[config.mk]
export PLATFORM = sky130hd
export DESIGN_NAME = nk_board_engine
export DESIGN_NICKNAME = d
export VERILOG_FILES = /design/src/rtl/nk_board_engine.sv
export SDC_FILE = /design/constraint.sdc
export NUM_CORES = 1
export LEC_CHECK = 0
export ABC_AREA = 1
export CAP_MARGIN = 20
export CORE_MARGIN = 2
export CORE_UTILIZATION = 54
export DETAILED_ROUTE_END_ITERATION = 7
export PLACE_DENSITY = 0.84
export SLEW_MARGIN = 20
export SYNTH_ARGS = -nofsm -noshare
export SYNTH_HDL_FRONTEND = slang
export SYNTH_SLANG_ARGS = --single-unit
[constraint.sdc]
create_clock -name clk -period 4 [get_ports clk]
set_clock_uncertainty 0.2 [all_clocks]
set_input_delay 0.4 -clock clk [delete_from_list [all_inputs] [get_ports clk]]
set_output_delay 0.4 -clock clk [all_outputs]
set_load 0.03 [all_outputs]
[src/rtl/nk_board_engine.sv]
// ---------------------------------------------------------------------------
// nk_board_engine
//   N x N board with a K-in-a-row win rule for two alternating players (X, O).
//   A move is accepted in IDLE when it lands on an empty in-range cell. The
//   win check then walks outwards from the placed stone, one neighbour cell
//   per clock, over the rays E, W, S, N, SE, NW, SW, NE. Opposite rays share
//   one running count that starts at 1 for the placed stone.
//   A combinational read port lets the renderer fetch any cell.
//
// Ports
//   clk        pixel-domain clock
//   rst        asynchronous, active-low reset
//   new_game   synchronous clear, same effect as rst, highest priority
//   move_valid move request (pulse or level)
//   move_row   move target row
//   move_col   move target column
//   rd_row     render read row
//   rd_col     render read column
//   rd_cell    cell at (rd_row, rd_col): 00 empty, 01 X, 10 O; 00 if out of range
//   turn       player to move, 0 = X, 1 = O
//   busy       win check in progress
//   move_ack   one-cycle pulse, move accepted
//   move_err   one-cycle pulse, move rejected
//   game_over  game finished
//   winner     00 none, 01 X, 10 O
//   draw       board full without a winner
//   moves_made number of stones placed
// ---------------------------------------------------------------------------
module nk_board_engine #(
  parameter int N  = 3,
  parameter int K  = 3,
  parameter int RW = $clog2(N),
  parameter int MW = $clog2(N*N+1)
) (
  input  logic          clk,
  input  logic          rst,
  input  logic          new_game,
  input  logic          move_valid,
  input  logic [RW-1:0] move_row,
  input  logic [RW-1:0] move_col,
  input  logic [RW-1:0] rd_row,
  input  logic [RW-1:0] rd_col,
  output logic [1:0]    rd_cell,
  output logic          turn,
  output logic          busy,
  output logic          move_ack,
  output logic          move_err,
  output logic          game_over,
  output logic [1:0]    winner,
  output logic          draw,
  output logic [MW-1:0] moves_made
);

  localparam int CW = $clog2(K+1);
  localparam int IW = $clog2(N*N);

  localparam logic        [RW:0]   LAST_U = (RW+1)'(N-1);
  localparam logic signed [RW:0]   LAST_S = (RW+1)'(N-1);
  localparam logic signed [RW:0]   D_P1   = (RW+1)'(1);
  localparam logic signed [RW:0]   D_M1   = '1;
  localparam logic signed [RW:0]   D_0    = '0;
  localparam logic        [CW-1:0] K_C    = CW'(K);
  localparam logic        [CW-1:0] KM1_C  = CW'(K-1);
  localparam logic        [CW-1:0] ONE_C  = CW'(1);
  localparam logic        [MW-1:0] CELLS  = MW'(N*N);

  typedef enum logic [1:0] {IDLE, CHECK, DONE} state_t;

  state_t state_q;

  logic [1:0] board [N*N];

  // Control of the ray scan
  logic [2:0]    dir_q;
  logic [CW-1:0] count_q;
  logic [CW-1:0] steps_q;

  // Scan datapath: origin, current position and mover symbol (loaded on accept)
  logic signed [RW:0] org_r_q, org_c_q;
  logic signed [RW:0] cur_r_q, cur_c_q;
  logic [1:0]         sym_q;

  function automatic logic [IW-1:0] cell_idx(input logic [RW-1:0] r,
                                             input logic [RW-1:0] c);
    return IW'(int'(r) * N + int'(c));
  endfunction

  // ---- Read port and move validation ----
  logic          rd_in, mv_in, mv_ok, accept;
  logic [IW-1:0] rd_idx, mv_idx;
  logic [1:0]    mover_sym;

  always_comb begin
    rd_in   = ({1'b0, rd_row} <= LAST_U) && ({1'b0, rd_col} <= LAST_U);
    rd_idx  = rd_in ? cell_idx(rd_row, rd_col) : '0;
    rd_cell = rd_in ? board[rd_idx] : 2'b00;

    mv_in   = ({1'b0, move_row} <= LAST_U) && ({1'b0, move_col} <= LAST_U);
    mv_idx  = mv_in ? cell_idx(move_row, move_col) : '0;
    mv_ok   = mv_in && (board[mv_idx] == 2'b00);
    accept  = (state_q == IDLE) && move_valid && mv_ok;

    mover_sym = turn ? 2'b10 : 2'b01;
  end

  // ---- Next cell along the current ray ----
  logic signed [RW:0] dr, dc, nxt_r, nxt_c;
  logic               nxt_in, nxt_match, ray_continue;
  logic [IW-1:0]      nxt_idx;
  logic [CW-1:0]      count_inc, steps_inc;

  always_comb begin
    dr = D_0;
    dc = D_0;
    case (dir_q)
      3'd0: begin dr = D_0;  dc = D_P1; end  // E
      3'd1: begin dr = D_0;  dc = D_M1; end  // W
      3'd2: begin dr = D_P1; dc = D_0;  end  // S
      3'd3: begin dr = D_M1; dc = D_0;  end  // N
      3'd4: begin dr = D_P1; dc = D_P1; end  // SE
      3'd5: begin dr = D_M1; dc = D_M1; end  // NW
      3'd6: begin dr = D_P1; dc = D_M1; end  // SW
      default: begin dr = D_M1; dc = D_P1; end  // NE
    endcase

    // The current position is always on the board, so one step leaves it by
    // at most one. When N is a power of two, row/col N wraps to a negative
    // value in RW+1 bits, which the sign test below still flags out of range.
    nxt_r     = cur_r_q + dr;
    nxt_c     = cur_c_q + dc;
    nxt_in    = !nxt_r[RW] && !nxt_c[RW] && (nxt_r <= LAST_S) && (nxt_c <= LAST_S);
    nxt_idx   = nxt_in ? cell_idx(nxt_r[RW-1:0], nxt_c[RW-1:0]) : '0;
    nxt_match = nxt_in && (board[nxt_idx] == sym_q);

    count_inc = count_q + ONE_C;
    steps_inc = steps_q + ONE_C;
    // Keep walking only on a match that neither wins nor uses the last step
    ray_continue = nxt_match && (count_inc != K_C) && (steps_inc != KM1_C);
  end

  // ---- Scan datapath registers ----
  always_ff @(posedge clk) begin
    if (accept) begin
      org_r_q <= $signed({1'b0, move_row});
      org_c_q <= $signed({1'b0, move_col});
      cur_r_q <= $signed({1'b0, move_row});
      cur_c_q <= $signed({1'b0, move_col});
      sym_q   <= mover_sym;
    end else if (state_q == CHECK) begin
      if (ray_continue) begin
        cur_r_q <= nxt_r;
        cur_c_q <= nxt_c;
      end else begin
        cur_r_q <= org_r_q;
        cur_c_q <= org_c_q;
      end
    end
  end

  // ---- Game FSM, board storage and status outputs ----
  always_ff @(posedge clk or negedge rst) begin
    if (!rst) begin
      state_q    <= IDLE;
      for (int i = 0; i < N*N; i++) board[i] <= 2'b00;
      dir_q      <= '0;
      count_q    <= '0;
      steps_q    <= '0;
      turn       <= 1'b0;
      busy       <= 1'b0;
      move_ack   <= 1'b0;
      move_err   <= 1'b0;
      game_over  <= 1'b0;
      winner     <= 2'b00;
      draw       <= 1'b0;
      moves_made <= '0;
    end else if (new_game) begin
      state_q    <= IDLE;
      for (int i = 0; i < N*N; i++) board[i] <= 2'b00;
      dir_q      <= '0;
      count_q    <= '0;
      steps_q    <= '0;
      turn       <= 1'b0;
      busy       <= 1'b0;
      move_ack   <= 1'b0;
      move_err   <= 1'b0;
      game_over  <= 1'b0;
      winner     <= 2'b00;
      draw       <= 1'b0;
      moves_made <= '0;
    end else begin
      move_ack <= 1'b0;
      move_err <= 1'b0;
      case (state_q)
        IDLE: begin
          if (move_valid) begin
            if (mv_ok) begin
              board[mv_idx] <= mover_sym;
              moves_made    <= moves_made + MW'(1);
              move_ack      <= 1'b1;
              busy          <= 1'b1;
              dir_q         <= '0;
              count_q       <= ONE_C;
              steps_q       <= '0;
              state_q       <= CHECK;
            end else begin
              move_err <= 1'b1;
            end
          end
        end

        CHECK: begin
          if (move_valid) move_err <= 1'b1;
          if (nxt_match && (count_inc == K_C)) begin
            state_q   <= DONE;
            game_over <= 1'b1;
            winner    <= sym_q;
            busy      <= 1'b0;
          end else if (ray_continue) begin
            count_q <= count_inc;
            steps_q <= steps_inc;
          end else begin
            // Ray ends here; an odd direction closes its pair, so the next
            // pair restarts counting from the placed stone.
            steps_q <= '0;
            if (dir_q[0])       count_q <= ONE_C;
            else if (nxt_match) count_q <= count_inc;
            if (dir_q == 3'd7) begin
              busy <= 1'b0;
              if (moves_made == CELLS) begin
                state_q   <= DONE;
                game_over <= 1'b1;
                draw      <= 1'b1;
              end else begin
                state_q <= IDLE;
                turn    <= ~turn;
              end
            end else begin
              dir_q <= dir_q + 3'd1;
            end
          end
        end

        default: begin
          if (move_valid) move_err <= 1'b1;
        end
      endcase
    end
  end

endmodule

==> impl_metrics.tcl, run 1 <==
set metrics [dict create \
    status "complete, but fails checks" \
    violations "hold timing, setup timing" \
    ys_top_cells_by_area "dfrtp_1, nand2_1, edfxtp_1, ha_1, inv_1" \
    post_drt_wl_per_cell_um 15.54 \
    vias 3423 \
    gr-total-overflow 0 \
    setup_viol 18 \
    drive_gt1_share_pct 24.76 \
    tightest_slew_ns 0.8642 \
    fin_tns_setup_ns -9.695 \
    cts_tree "yes" \
    timing.hold.ws_ns -0.01048 \
    power.static_leakage_nw 2.078 \
    synthToLayoutAreaGrowth_pct 25.87 \
    insertion_delay_ns 0.32 \
    use_met3_pct 3.891 \
    cts_buffers 5 \
    synth_edf_count 10 \
    final_area_mm2 0.004468 \
    io_buffers 25 \
    rsz0062_at_grt "yes" \
    syn_avg_cell_area_um2 7.683 \
    coreArea_mm2 0.006350 \
    fin_util_pct 70.36 \
    syn-cell-area_mm2 0.003550 \
    async_flop_share_pct 76.00 \
    ant_nets 0 \
    grtUsageTotal_pct 26.15 \
    placed_area_mm2 0.004110 \
    grt_max_degree 39 \
    irDropWorstVdd_v 0.0004977 \
    max_freq_mhz 216.3 \
    synth-seq-area-share_pct 36.38 \
    dieArea_mm2 0.007238 \
    post-route-period-util_pct 115.6 \
    final_cell_mix "nand2_1, inv_1, nor2_1, dfrtp_1, buf_4" \
    antenna_found_initial 0 \
    clockBufferDepth 2 \
    diodes 0 \
    finalWirelength_um 9354 \
    critPathArrivalTime_ns 4.49 \
    ioPinCount 26 \
    yosysTopAreaCellShare_pct 26.79 \
    crit_fanout 7 \
    dpl_worst_slack_ns -0.6196 \
    clockRootBuffer "clkbuf_8" \
    worst-endpoint-required_ns 3.87 \
    worst_slack_ns -0.6232 \
    grt_pass1_wl_um 15230 \
    fin_crit_ns 4.623 \
    maxCapViolCount 0 \
    yosys_most_used_dff "dfrtp_1" \
    drcViolationCount 0 \
    die_h_um 85.08 \
    endpoint_kind "flip-flop" \
    hpwl_um 6645 \
    cts.sinks 50 \
    synth.largest_area_cell "dfrtp_1" \
    grt_pass1_vias 3337 \
    synthCells 462 \
    synth-seq-cells 50 \
    firstDrtPassIters 5 \
    yosysUniqueCellTypes 43 \
    synth_nets 503 \
    yosysWarnings 0 \
    viasPerCell 5.686 \
    path_clk_slew_ns 0.10 \
    maxSlewViolCount 0 \
    final_net_count 565 \
    fillers 478 \
    htree_levels 2 \
    first_iter_violations 342 \
    grt_util_met1_pct 35.12 \
    slew_headroom_pct 42.39 \
    postCtsHoldBufs 0 \
    gp_congestion 0.9811 \
    powerDensity_mw_per_mm2 541.0 \
    holdCritPathClass "in2async" \
    die_w_um 85.08 \
    final_common_cell "nand2_1" \
    num_rows 29 \
    worstReg2RegStart "dir_q[0]" \
    initial_utilization_pct 55.90 \
    crit_type "reg2reg" \
    worst_setup_path_start_kind "flip-flop" \
    busiest_layer "met2" \
    startpoint "dir_q[0]" \
    hold_viol 25 \
    met2_usage_pct 43.82 \
]
[power by group]
group          total, mW  switching [mW]  internal [mW]
combinational       1.48           0.876          0.602
clock              0.314           0.188          0.125
sequential         0.626          0.0497          0.576
[critical path, cell delays in order (launching register included)]
cell      delay (ns)
dfrtp_2         0.47
inv_4           0.06
ha_4            0.18
nand2_2         0.06
nand2_2         0.05
inv_2           0.06
o21ai_2         0.05
ha_2            0.17
fa_1            0.53
inv_2           0.06
fa_1            0.44
inv_1           0.08
ha_2            0.17
inv_2           0.04
fa_1            0.50
inv_2           0.05
nand2_4         0.09
nand2_4         0.08
o21ai_4         0.17
nand2_2         0.09
nand2_1         0.08
nand2_2         0.07
nor2_4          0.17
nand3_4         0.13
clkinv_4        0.11
nand2_1         0.06
o211ai_1        0.09
nand2_1         0.08
[registers in the layout (all words and copies together) (netlist names)]
register	count
winner	2
cur_c_q	3
game_over	1
org_c_q	2
turn	1
org_r_q	2
sym_q	2
cur_r_q	3
steps_q	2
move_ack	1
moves_made	4
dir_q	3
draw	1
move_err	1
count_q	2
board	18
state_q	2
[metal layers]
metal	share of wire [%]	up-vias
met5	0	-
met2	50	133
met3	5.5	35
met1	42	1619
li1	-	1636
met4	2.7	0
[repair_timing]
item | 4_1_cts | 5_1_grt
gates resized for setup | 24 | 30
pin swaps | 10 | 8
setup endpoints to repair | 18 | 18
hold endpoints to repair | 0 | 0
cloned | 0 | 0
setup buffers | 5 | 5
[per-stage QoR]
step,cells,total power [mW]
6_report,602,2.417
3_3_place_gp,585,1.750
3_5_place_dp,585,1.792
4_1_cts,598,2.183
5_1_grt,602,2.583
2_1_floorplan,462,1.453
[cell usage after synthesis (4+ instances only)]
cell,number
a21oi_1,18
clkbuf_1,4
dfrtp_1,38
edfxtp_1,10
fa_1,8
ha_1,21
inv_1,59
inv_2,7
nand2_1,112
nand2_2,13
nand3_1,39
nand3_2,4
nand4_1,5
nor2_1,45
nor3_1,8
o211a_1,4
o211ai_1,6
o21ai_0,24
[area by class of cell]
type | count | area, um^2 | share of cell area, %
multi-input cells | 334 | 2136 | 47.80
flip-flops and latches | 50 | 1294 | 28.96
repair buffers | 65 | 584.3 | 13.08
inverters | 68 | 265.3 | 5.937
well taps | 77 | 96.34 | 2.156
clock buffers | 5 | 68.82 | 1.540
clock inverters | 3 | 23.77 | 0.5321
[logic make-up (layout without fill, tap and decap cells)]
logic type	Yosys count	in the layout	synth area share [%]
buffers and inverters	78	141	8.882
DFF	50	50	36.38
AOI/OAI and AO/OA	66	66	11.39
adders and majority gates	29	29	11.91
and+or+nand+nor	239	239	31.44
[path summary, 6_finish.rpt]
path	endpoint	slack, ns	cells past startpoint
max in group asynchronous	dir_q[1]	3.01	1
hold / removal	board[5]	-0.01	1
min in group clk	cur_r_q[2]	0.26	2
hold reg to reg	cur_r_q[2]	0.26	2
setup / recovery	cur_r_q[0]	-0.62	27
setup reg to reg	cur_r_q[0]	-0.62	27
Power figures use the tool's default switching activity.
==> run 2, diff against run 1 <==
--- a/config.mk
+++ b/config.mk
@@ -7,10 +7,9 @@
 export LEC_CHECK = 0
 export ABC_AREA = 1
 export CAP_MARGIN = 20
-export CORE_MARGIN = 2
-export CORE_UTILIZATION = 54
+export CORE_UTILIZATION = 35
 export DETAILED_ROUTE_END_ITERATION = 7
-export PLACE_DENSITY = 0.84
+export PLACE_DENSITY = 0.61
 export SLEW_MARGIN = 20
 export SYNTH_ARGS = -nofsm -noshare
 export SYNTH_HDL_FRONTEND = slang
==> run 2 against run 1 <==
The flow still finishes with violations (hold timing, setup timing). Design area grew 3.1%. Largest cell class unchanged. Total power is 0.10% higher. Worst hold slack got worse by 0.0084 ns. Largest power group unchanged. Highest routed layer unchanged. First-iteration DRC count fell by 45%. Via count shrank 5.0%. Sequential share of layout area is 0.88 points lower. Clock power is 5% higher. Register-to-register slack better by 0.15 ns. Non-clock buffer count increased by 4.
==> impl_metrics.tcl, run 2 (synthesis results as in run 1) <==
set metrics [dict create \
    status "complete, but fails checks" \
    violations "hold timing, setup timing" \
    post-route-period-util_pct 111.9 \
    setup_viol 18 \
    grt_pass1_vias 3111 \
    reg2reg_slack_ns -0.48 \
    place_inst 643 \
    powerDensity_mw_per_mm2 525.1 \
    ant_nets 0 \
    critPathArrivalTime_ns 4.36 \
    placed_area_mm2 0.004183 \
    post_drt_wl_per_cell_um 13.65 \
    firstDrtPassIters 5 \
    worst_setup_path_start_kind "flip-flop" \
    largestRegisters "board x18, moves_made x4" \
    holdCritPathClass "in2async" \
    finalPower_mw 2.420 \
    final_common_cell "nand2_1" \
    timing.hold.ws_ns -0.01892 \
    coreArea_mm2 0.009819 \
    first_iter_violations 187 \
    vias 3252 \
    cts.sinks 50 \
    cpLargestDelayFamily "adder cells" \
    cts_tree "yes" \
    crit_fanout 7 \
    htree_levels 2 \
    worst-endpoint-required_ns 3.88 \
    max_freq_mhz 223.4 \
    final_cell_mix "nand2_1, inv_1, nor2_1, buf_4, dfrtp_1" \
    fin_cells 662 \
    grt_max_degree 39 \
    final_net_count 569 \
    reg2reg_depth 27 \
    dpl_worst_slack_ns -0.4973 \
    largest-register "board" \
    grtUsageTotal_pct 18.20 \
    max_stage_delay_ns 0.52 \
    crit_type "reg2reg" \
    fin_util_pct 46.93 \
    power.static_leakage_nw 2.115 \
    num_rows 36 \
    io_buffers 25 \
    initial_utilization_pct 36.15 \
    endpoint "cur_r_q[0]" \
    maxCapViolCount 0 \
    r2r-end "cur_r_q[0]" \
    cp.depth 27 \
    clockRootBuffer "clkbuf_8" \
    viasPerCell 4.912 \
    synthToLayoutAreaGrowth_pct 29.82 \
    endpoint_kind "flip-flop" \
    die_h_um 102.7 \
    crit_top_cell "nand2_2" \
    die_w_um 102.7 \
    drive_gt1_share_pct 26.65 \
    maxSlewViolCount 0 \
    largest_reg_flops 18 \
    dieArea_mm2 0.01055 \
    ioPinCount 26 \
    fin_crit_ns 4.477 \
    antenna_found_initial 0 \
    fin_tns_setup_ns -7.306 \
    tightest_slew_ns 0.8904 \
    worstReg2RegStart "dir_q[0]" \
    hpwl_um 6685 \
    grt_pass1_wl_um 14800 \
    rsz0062_at_grt "yes" \
    gp_congestion 0.9089 \
    finalWirelength_um 9034 \
    final_area_mm2 0.004608 \
    worst_slack_ns -0.4766 \
    cp_num_buf_inv 7 \
    insertion_delay_ns 0.33 \
    gr-total-overflow 0 \
    cpMaxStageDelayCell "fa_1" \
    irDropWorstVdd_v 0.0002267 \
    slew_headroom_pct 40.64 \
    diodes 0 \
    hold_viol 24 \
    cts_buffers 5 \
    drcViolationCount 0 \
    clockBufferDepth 2 \
    startpoint "dir_q[0]" \
    path_clk_slew_ns 0.11 \
]
-- run 2: power breakdown --
| group | leakage [nW] | internal, mW | switching (mW) |
|---|---|---|---|
| clock network | 0.0491 | 0.129 | 0.201 |
| logic | 1.44 | 0.598 | 0.868 |
| registers | 0.630 | 0.576 | 0.0484 |
| total | 2.11 | 1.30 | 1.12 |
-- run 2: worst min-delay path by stage --
stage,end
2_1_floorplan,board[0]
6_report,count_q[0]
4_1_cts,game_over
3_3_place_gp,cur_r_q[2]
3_5_place_dp,cur_r_q[2]
5_1_grt,game_over
-- run 2: worst register-to-register path: stages (launching register included) --
cell and delay (ns):
dfrtp_2 0.47, inv_4 0.07, ha_4 0.17, nand2_2 0.06
nand2_2 0.05, inv_2 0.05, o21ai_2 0.05, ha_2 0.16
fa_1 0.52, inv_2 0.06, fa_1 0.44, inv_1 0.07
ha_2 0.16, inv_2 0.03, fa_1 0.49, inv_2 0.05
nand2_4 0.09, nand2_4 0.07, o21ai_4 0.18, nand2_2 0.08
nand2_2 0.07, nand2_2 0.06, nor2_4 0.15, nand3_4 0.13
clkinv_4 0.12, nand2_2 0.05, o211ai_1 0.08, nand2_1 0.07
-- run 2: metal layers --
layer / GRT usage, % / part of all wire (%) / vias up
met3: 2.102 / 4.1 / 15
li1: - / - / 1641
met5: 0 / 0 / -
met2: 30.72 / 48 / 61
met1: 24.32 / 46 / 1535
met4: 5.934 / 2.1 / 0
-- run 2: final cells by class --
| cell class | instances | area, um^2 |
|---|---|---|
| Clock buffer | 5 | 68.82 |
| Inverter | 68 | 265.3 |
| Clock inverter | 3 | 26.28 |
| Tap cell | 133 | 166.4 |
| Timing Repair Buffer | 69 | 605.6 |
| Multi-Input combinational cell | 334 | 2182 |
| Fill cell | 1005 | 5211 |
| Sequential cell | 50 | 1294 |
-- run 2: what timing repair did --
action                                  CTS  global route
endpoints found under the setup margin   18            18
buffers inserted                          6             6
hold buffers                              0             0
resized for setup                        15            50
pin swaps                                 5            18
==> run 3, diff against run 2 <==
--- a/config.mk
+++ b/config.mk
@@ -7,10 +7,9 @@
 export LEC_CHECK = 0
 export ABC_AREA = 1
 export CAP_MARGIN = 20
-export CORE_UTILIZATION = 35
+export CORE_UTILIZATION = 54
 export DETAILED_ROUTE_END_ITERATION = 7
-export PLACE_DENSITY = 0.61
-export SLEW_MARGIN = 20
+export PLACE_DENSITY = 0.84
 export SYNTH_ARGS = -nofsm -noshare
 export SYNTH_HDL_FRONTEND = slang
 export SYNTH_SLANG_ARGS = --single-unit
==> run 3 against run 2 <==
The run still ends with hold timing, setup timing left. Design area about the same. Register-to-register slack worse by 0.19 ns. Routed wire length up 15%. Global-route usage up 11 points. Critical path type unchanged.
==> impl_metrics.tcl, run 3 (synthesis results as in run 1) <==
set metrics [dict create \
    timing.hold.ws_ns -0.01770 \
    crit_fanout 7 \
    violations "hold timing, setup timing" \
    path_clk_slew_ns 0.11 \
    cts.sinks 50 \
    critPathArrivalTime_ns 4.53 \
    powerDensity_mw_per_mm2 566.5 \
    dieArea_mm2 0.006901 \
    insertion_delay_ns 0.32 \
    max_freq_mhz 214.4 \
    antenna_found_initial 0 \
    cts_tree "yes" \
    post_drt_wl_per_cell_um 17.02 \
    synthToLayoutAreaGrowth_pct 29.71 \
    worst_setup_path_start_kind "flip-flop" \
    maxCapViolCount 0 \
    fin_util_pct 72.51 \
    tightest_slew_ns 0.8925 \
    reg2reg_depth 26 \
    power.static_leakage_nw 2.115 \
    final_common_cell "nand2_1" \
    worst-endpoint-required_ns 3.87 \
    ioPinCount 26 \
    hold_viol 10 \
    largest_reg_flops 18 \
    rsz0062_at_grt "yes" \
    viasPerCell 5.686 \
    first_iter_violations 257 \
    initial_utilization_pct 55.90 \
    crit_type "reg2reg" \
    gp_congestion 0.9408 \
    grt_pass1_vias 3347 \
    fin_crit_ns 4.664 \
    dpl_worst_slack_ns -0.5739 \
    slew_headroom_pct 40.50 \
    htree_levels 2 \
    grt_max_degree 39 \
    largestRegisters "board x18, moves_made x4" \
    vias 3457 \
    clockBufferDepth 2 \
    num_rows 29 \
    hpwl_um 6854 \
    finalWirelength_um 10350 \
    diodes 0 \
    gr-total-overflow 0 \
    irDropWorstVdd_v 0.0004068 \
    final_cell_mix "nand2_1, inv_1, nor2_1, buf_4, dfrtp_1" \
    firstDrtPassIters 5 \
    worst_slack_ns -0.6644 \
    drcViolationCount 0 \
    die_h_um 83.08 \
    cts_buffers 5 \
    largest-register "board" \
    ant_nets 0 \
    fin_tns_setup_ns -10.48 \
    final_net_count 571 \
    io_buffers 25 \
    setup_viol 18 \
    coreArea_mm2 0.006350 \
    die_w_um 83.08 \
    drive_gt1_share_pct 27.68 \
    endpoint_kind "flip-flop" \
    maxSlewViolCount 0 \
    grtUsageTotal_pct 29.04 \
    fillers 469 \
    holdCritPathClass "in2async" \
    grt_pass1_wl_um 16060 \
    post-route-period-util_pct 116.6 \
    status "complete, but fails checks" \
    clockRootBuffer "clkbuf_8" \
]
==> run 3: cell types whose count changed in the layout (fill, tap and decap cells not counted), moves of 3 or more <==
cell | before | now
nand2_2 | 23 | 20
nand3_2 | 7 | 12
nand2_1 | 98 | 101
nand3_1 | 31 | 28
==> run 3: area by class of cell <==
class	instances	area (um^2)	share of cell area [%]
Clock inverter	3	25.02	0.5435
Sequential cell	50	1294	28.10
Tap cell	77	96.34	2.092
Clock buffer	5	68.82	1.495
Inverter	68	265.3	5.761
Timing Repair Buffer	71	638.1	13.86
Multi-Input combinational cell	334	2217	48.15
==> run 3: repair_timing <==
item | in CTS | in global routing
hold buffers | 0 | 0
setup buffers | 7 | 6
hold endpoints to repair | 0 | 0
gates cloned | 0 | 0
resized for setup | 37 | 31
endpoints found under the setup margin | 18 | 21
pin swaps | 14 | 15
==> run 3: through the flow <==
step	instance area, um^2	hold slack (ns)	power [mW]	std cells
2_1_floorplan	3571	-0.09559	1.453	462
3_3_place_gp	4125	0.2395	1.777	587
3_5_place_dp	4125	0.2421	1.823	587
4_1_cts	4414	0.01751	2.256	602
5_1_grt	4604	0.06735	2.750	608
6_report	4604	-0.01770	2.608	608
==> run 3: where the power goes <==
group	internal, mW	switching [mW]
clock	0.127	0.191
sequential	0.576	0.0509
combinational	0.672	0.992
==> run 3: final timing paths <==
| kind | from | end | slack (ns) |
|---|---|---|---|
| max in group asynchronous | rst | dir_q[0] | 3.01 |
| worst max register to register | dir_q[0] | cur_c_q[1] | -0.66 |
| worst max-delay path | dir_q[0] | cur_c_q[1] | -0.66 |
| worst min-delay path | rst | count_q[0] | -0.02 |
| min in group clk | cur_r_q[2] | cur_r_q[2] | 0.26 |
| worst min register to register | cur_r_q[2] | cur_r_q[2] | 0.26 |
==> run 3: metal layers <==
layer  vias up  global-route usage, %  share of wire, %
li1       1636                      -                 -
met1      1646                  37.87                40
met2       142                  49.33                50
met3        33                  4.871               6.4
met4         0                  9.248               3.4
met5         -                      0                 0
==> run 3: critical path: stages, from the launching register on <==
cell      delay [ns]
dfrtp_2         0.48
inv_4           0.07
ha_4            0.17
nor2_1          0.11
o21ai_1         0.08
ha_2            0.18
fa_1            0.55
inv_2           0.07
fa_1            0.52
inv_2           0.05
ha_4            0.15
inv_2           0.04
fa_1            0.42
inv_2           0.08
nand2_4         0.08
inv_4           0.08
nand3_4         0.08
nand3_4         0.11
nand2_2         0.07
nand2_2         0.07
nand2_2         0.08
nor2_4          0.17
nand3_4         0.15
clkinv_4        0.11
nand2_1         0.06
o211ai_1        0.10
nand2_1         0.07
